===== src/rtl/tone_pkg.sv =====
// tone_pkg: shared clock default, channel state encoding and popcount helper
package tone_pkg;
  localparam int CLK_PERIOD_DEF = 10;
  typedef enum logic {ST_IDLE, ST_RUN} state_t;
  function automatic int unsigned popcount(input logic [15:0] v);
    int unsigned n;
    n = 0;
    for (int k = 0; k < 16; k++) n += 32'(v[k]);
    return n;
  endfunction
endpackage


===== src/rtl/tone_channel.sv =====
// tone_channel: one double-buffered PWM tone channel with ns period counter
module tone_channel
  import tone_pkg::*;
#(
  parameter int PERIOD_W   = 32,
  parameter int DUTY_W     = 8,
  parameter int CLK_PERIOD = CLK_PERIOD_DEF
) (
  input  logic                clk,
  input  logic                rst_n,
  input  logic                en,
  input  logic                load,
  input  logic [PERIOD_W-1:0] period,
  input  logic [DUTY_W-1:0]   duty,
  output logic                wave,
  output logic                sync
);
  state_t state;
  logic [PERIOD_W-1:0] shadow_period, shadow_thr, act_period, act_thr, counter;
  logic [DUTY_W-1:0] shadow_duty;
  logic pending, load_q;
  logic [PERIOD_W:0] sum;
  logic [PERIOD_W+DUTY_W-1:0] product;
  logic [PERIOD_W-1:0] thr_calc, nxt_period, nxt_thr, nxt_counter;
  logic start, wrap, bound, commit, run;
  always_comb begin
    sum = {1'b0, counter} + (PERIOD_W+1)'(CLK_PERIOD);
    product = (PERIOD_W+DUTY_W)'(shadow_period) * (PERIOD_W+DUTY_W)'(shadow_duty);
    thr_calc = PERIOD_W'(product >> DUTY_W);
    start = state == ST_IDLE && en && (act_period != '0 || pending);
    // a zero active period wraps every cycle, so pending is re-checked each cycle
    wrap = state == ST_RUN && en && sum >= {1'b0, act_period};
    bound = start || wrap;
    commit = bound && pending;
    run = en && (state == ST_RUN || start);
    nxt_period = commit ? shadow_period : act_period;
    nxt_thr = commit ? shadow_thr : act_thr;
    nxt_counter = (run && !bound) ? sum[PERIOD_W-1:0] : '0;
  end
  always_ff @(posedge clk or negedge rst_n) begin
    if (!rst_n) begin
      state <= ST_IDLE;
      shadow_period <= '0;
      shadow_duty <= '0;
      shadow_thr <= '0;
      act_period <= '0;
      act_thr <= '0;
      counter <= '0;
      pending <= 1'b0;
      load_q <= 1'b0;
      wave <= 1'b0;
      sync <= 1'b0;
    end else begin
      if (load) begin
        shadow_period <= period;
        shadow_duty <= duty;
      end
      load_q <= load;
      if (load_q) shadow_thr <= thr_calc;
      pending <= load_q || (pending && !commit);
      act_period <= nxt_period;
      act_thr <= nxt_thr;
      counter <= nxt_counter;
      state <= run ? ST_RUN : ST_IDLE;
      sync <= bound && nxt_period != '0;
      wave <= run && nxt_counter < nxt_thr;
    end
  end
endmodule


===== src/rtl/poly_tone_generator.sv =====
// poly_tone_generator: multi-channel PWM tone generator with registered voice count
module poly_tone_generator
  import tone_pkg::*;
#(
  parameter int CHANNELS   = 4,
  parameter int PERIOD_W   = 32,
  parameter int DUTY_W     = 8,
  parameter int CLK_PERIOD = CLK_PERIOD_DEF,
  parameter int MIX_W      = $clog2(CHANNELS+1)
) (
  input  logic                         clk,
  input  logic                         rst_n,
  input  logic [CHANNELS-1:0]          en,
  input  logic [CHANNELS-1:0]          load,
  input  logic [CHANNELS*PERIOD_W-1:0] period,
  input  logic [CHANNELS*DUTY_W-1:0]   duty,
  output logic [CHANNELS-1:0]          wave,
  output logic [CHANNELS-1:0]          sync,
  output logic [MIX_W-1:0]             mix
);
  for (genvar g = 0; g < CHANNELS; g++) begin : g_ch
    tone_channel #(
      .PERIOD_W(PERIOD_W),
      .DUTY_W(DUTY_W),
      .CLK_PERIOD(CLK_PERIOD)
    ) u_ch (
      .clk(clk),
      .rst_n(rst_n),
      .en(en[g]),
      .load(load[g]),
      .period(period[g*PERIOD_W +: PERIOD_W]),
      .duty(duty[g*DUTY_W +: DUTY_W]),
      .wave(wave[g]),
      .sync(sync[g])
    );
  end
  always_ff @(posedge clk or negedge rst_n) begin
    if (!rst_n) mix <= '0;
    else mix <= MIX_W'(popcount(16'(wave)));
  end
endmodule


===== config.mk =====
export PLATFORM = sky130hd
export DESIGN_NAME = poly_tone_generator
export DESIGN_NICKNAME = d
export VERILOG_FILES = /design/src/rtl/tone_pkg.sv /design/src/rtl/tone_channel.sv /design/src/rtl/poly_tone_generator.sv
export SDC_FILE = /design/constraint.sdc
export NUM_CORES = 2
export LEC_CHECK = 0
export BUFFER_PORTS_ARGS = -buffer_cell sky130_fd_sc_hd__buf_2
export CAP_MARGIN = 20
export CORE_ASPECT_RATIO = 2
export CORE_UTILIZATION = 40
export DETAILED_ROUTE_END_ITERATION = 12
export REMOVE_ABC_BUFFERS = 1
export SYNTH_ARGS = -nofsm -noshare
export SYNTH_HDL_FRONTEND = slang
export SYNTH_SLANG_ARGS = --single-unit
export TNS_END_PERCENT = 100

===== constraint.sdc =====
create_clock -name clk -period 7.6 [get_ports clk]
set_input_delay 1.14 -clock clk [delete_from_list [all_inputs] [get_ports clk]]
set_output_delay 1.14 -clock clk [all_outputs]
set_load 0.01 [all_outputs]

==> results_tabular.tex <==
\begin{tabular}{lr}
\hline
Metric & Value \\
\hline
\multicolumn{2}{l}{\textbf{Synth}} \\
Top cells by area, synth & dfrtp\_1, fa\_1, ha\_1, mux2\_2, inv\_1 \\
Count of mapped cells out of synthesis & 6417 \\
Most frequently used flop master after synthesis & dfrtp\_1 \\
Synthesis-stage register bit count & 695 \\
Fraction of synthesis flops using an asynchronous set or reset pin & 1.00 \\
Netlist area before placement & 0.0635 sq mm \\
Count of different cell masters after synthesis & 86 \\
Count of synthesis-stage warnings from yosys & 0 \\
Number of enable-type register cells in the synthesized netlist & 0 \\
Average size of a mapped cell & 9.90 sq um \\
Part of the Yosys area used for sequential elements & 0.274 \\
Fraction of post-synthesis cell area in the top cell type by area & 0.274 \\
Largest area contributor in the netlist & dfrtp\_1 \\
\multicolumn{2}{l}{\textbf{Global route}} \\
Global route overflow & 0 \\
First-pass GRT wire length & 277 mm \\
Initial antenna violation count & 5 \\
Overall routing resource usage & 0.221 \\
Number of global-route vias before repair & 50700 \\
Maximum number of pins on one net before global-route repair & 151 \\
\multicolumn{2}{l}{\textbf{Run status}} \\
Outcome & completed \\
\multicolumn{2}{l}{\textbf{Placement}} \\
Final weighted congestion in routability-driven placement & 0.897 \\
Total half-perimeter wirelength after legalization and detailed placement & 138 mm \\
Post-Place Cell Area & 0.0663 sq mm \\
Cells after DPL & 8418 \\
Worst setup timing slack at the placement stage & 0.506 ns \\
Port bufs & 180 \\
\multicolumn{2}{l}{\textbf{Power and ir drop}} \\
Power per cell area & 433 mW/mm\^{}2 \\
Internal Power & 16000 uW \\
IR Drop Worst-Case VDD & 259 uV \\
Leakage component of the power & 0.0336 uW \\
Share of power burned in combinational logic & 0.672 \\
Sequential fraction of design power & 0.192 \\
Clock share of power & 0.136 \\
Net Sw Frac & 0.464 \\
Psw & 13900 uW \\
\multicolumn{2}{l}{\textbf{Drt}} \\
Drc violations & 0 \\
DR WL/cell & 20.2 um \\
DR pass1 iterations & 5 \\
Post-detailed-route count of antenna-violating nets & 0 \\
Routed wire length & 173 mm \\
Detailed-route via count & 45200 \\
Drt initial violations & 1810 \\
DR vias/cell & 5.28 \\
\multicolumn{2}{l}{\textbf{STA}} \\
Clock skew after layout & 0.0260 ns \\
Pins over their slew limit & 0 \\
Achievable Freq & 142 MHz \\
Count of endpoints failing hold in the final timing report & 0 \\
Setup slack of the critical path after layout & 0.542 ns \\
Final setup fails & 0 \\
Transition at the pin with the smallest max-transition slack & 1.07 ns \\
Shortest period the worst path allows & 7.06 ns \\
Unrepaired setup endpoints after global routing & no \\
Remaining max-slew budget at the tightest pin & 0.284 \\
Tcrit/Tclk final & 0.929 \\
\multicolumn{2}{l}{\textbf{Critical path}} \\
Max stage delay cell, worst path & nor4\_1 \\
Worst path cell trace & a21oi\_1 -> nor4b\_2 -> and3\_1 -> nand2\_1 -> xnor2\_1 -> ha\_1 -> and3\_1 -> nand3\_1 -> nor4\_1 -> a221oi\_1 -> o21ai\_0 -> a221oi\_1 -> a21oi\_4 -> buf\_12 -> mux2i\_1 -> ha\_1 -> nand4\_1 -> nor2\_1 -> nand3\_1 -> nor3\_1 -> nand3\_1 -> nor4b\_1 -> a21oi\_1 \\
Longest individual stage delay on the worst path & 0.71 ns \\
Cell repeated most along the worst path & nand3\_1 \\
Arrival time at the worst endpoint & 7.59 ns \\
Critical Path Fanout Max & 22 \\
WS Path Type & flip-flop to flip-flop \\
Sort of element at the end of the critical path & flip-flop \\
Required time of the critical path & 8.14 ns \\
Startpoint types & flip-flop \\
\multicolumn{2}{l}{\textbf{Worst hold path}} \\
Class of the worst hold path & input port to asynchronous set/reset pin \\
\multicolumn{2}{l}{\textbf{CTS}} \\
Clock tree from TritonCTS & built \\
CTS buffer count & 77 \\
Master cell of the clock root buffer & clkbuf\_16 \\
Setup Fix Bufs, Post-CTS & 0 \\
Hold buffer count at CTS & 0 \\
Number of H-tree levels & 3 \\
Clock network latency to the later pin of the worst-skew pair & 0.69 ns \\
Register clock-pin slew on the reported worst setup and hold paths & 0.06 ns \\
Number of gates resized after cts & 0 \\
Clock Sink Count & 695 \\
Longest Clk Path Bufs & 3 \\
\multicolumn{2}{l}{\textbf{Floorplan}} \\
Full die area & 0.160 sq mm \\
Core area & 0.157 sq mm \\
Die X & 284 um \\
Die Y-Extent & 566 um \\
Site row count & 206 \\
Number of primary I/O pins & 181 \\
Starting density of the core & 0.403 \\
\multicolumn{2}{l}{\textbf{Finish}} \\
Layout Utilization & 0.438 \\
Count of placed standard cells in the final layout, fillers left out & 8558 \\
Syn-to-layout area delta & 8.67\% \\
Final net count & 7790 \\
Cell area after layout & 0.0690 sq mm \\
Share of post-route cells with drive strength above 1 & 0.112 \\
\multicolumn{2}{l}{\textbf{Flow run}} \\
Maxcap violations & 0 \\
\hline
\end{tabular}
## layer usage
metal  global-route usage  vias to the layer above  wire length [um]
li1                     -                    20700                 -
met1                0.208                    23200             57100
met2                0.449                      906             99300
met3               0.0243                      419              5010
met4                0.132                        2             11200
met5                    0                        -                16
## synth_stat cells (136+ instances only)
master,instances
clkbuf_1,275
fa_1,717
ha_1,486
o21ai_0,175
mux2_2,301
a21o_1,136
and2_1,425
dfrtp_1,695
inv_1,882
nand2_1,826
xnor2_1,141
a21oi_1,161
nor2_1,149
## area by class of cell
type / instances / area, sq um
antenna: 3 / 7.51
clock buffer: 101 / 2160
clock inverter: 36 / 526
fill: 15000 / 88500
inverter: 882 / 3310
multi-input combinational: 4510 / 41500
sequential: 695 / 17400
tap: 2080 / 2600
timing repair buffer: 251 / 1520
## sequential cells by signal, summed over array words and instances, names as in the netlist
signal                   flops
g_ch.u_ch.load_q             4
g_ch.u_ch.act_period       128
g_ch.u_ch.shadow_thr       128
g_ch.u_ch.shadow_period    128
g_ch.u_ch.act_thr          128
mix                          3
g_ch.u_ch.wave               4
g_ch.u_ch.sync               4
g_ch.u_ch.pending            4
g_ch.u_ch.state              4
g_ch.u_ch.counter          128
g_ch.u_ch.shadow_duty       32
## through the flow
stage               power [uW]  hold WS [ns]  setup TNS, ns
floorplan                20400         0.443          -1.28
global placement         25700         0.465              0
detailed placement       26000         0.475              0
CTS                      30300         0.457              0
global route             32900         0.480              0
finish                   29900         0.460              0
## logic make-up (layout without fill, tap and decap cells)
kind of cell / Yosys count / count (layout) / synth area share
AO/OA/AOI/OAI: 677 / 677 / 0.0683
XOR/XNOR: 214 / 214 / 0.0295
adder cells (fa/ha/maj): 1203 / 1203 / 0.322
buffers and inverters: 1212 / 1270 / 0.0731
flip-flops: 695 / 695 / 0.274
multiplexers: 446 / 446 / 0.0776
other: 0 / 3 / 0
AND/OR/NAND/NOR: 1970 / 1970 / 0.156
## cell usage in the layout (no fill, tap or decap), drive strengths merged, types with 24 or more instances in the layout
| master | count |
|---|---|
| a21o | 136 |
| nor2 | 149 |
| and3 | 106 |
| o21ai | 181 |
| inv | 889 |
| buf | 251 |
| fa | 717 |
| nand2b | 24 |
| clkbuf | 101 |
| xnor2 | 141 |
| nand4 | 93 |
| mux2 | 319 |
| ha | 486 |
| nor3 | 44 |
| dfrtp | 695 |
| mux2i | 127 |
| xor2 | 73 |
| and2 | 426 |
| a21oi | 162 |
| nand3 | 69 |
| nor4 | 72 |
| nor2b | 90 |
| nand2 | 826 |
## power by group through the flow
stage	logic, uW	registers [uW]	clock network, uW
3_3_place_gp	19900	5810	0
6_report	20100	5750	4050
4_1_cts	20400	5760	4190
5_1_grt	22700	5850	4300
3_5_place_dp	20200	5820	0
2_1_floorplan	15100	5330	0
## critical path: cells and delay by family, from the launching register on
kind	cells	cell delay (ns)
flip-flops	1	0.40
AND/OR/NAND/NOR	12	3.65
AO/OA/AOI/OAI	6	1.58
multiplexers	1	0.34
XOR/XNOR	1	0.16
adder cells (fa/ha/maj)	2	0.52
buffers and inverters	1	0.26
## worst paths after layout
path / start / end / slack, ns / cells past startpoint
max in group asynchronous: rst_n / g_ch[0].u_ch.counter[27] / 5.63 / 3
worst max register to register: g_ch[1].u_ch.counter[3] / g_ch[1].u_ch.wave / 0.54 / 23
worst min register to register: g_ch[2].u_ch.act_thr[2] / g_ch[2].u_ch.act_thr[2] / 0.49 / 2
worst max-delay path: g_ch[1].u_ch.counter[3] / g_ch[1].u_ch.wave / 0.54 / 23
worst min-delay path: rst_n / g_ch[2].u_ch.act_period[22] / 0.46 / 1
min in group clk: g_ch[2].u_ch.act_thr[2] / g_ch[2].u_ch.act_thr[2] / 0.49 / 2
(Power assumes the default switching activity.)
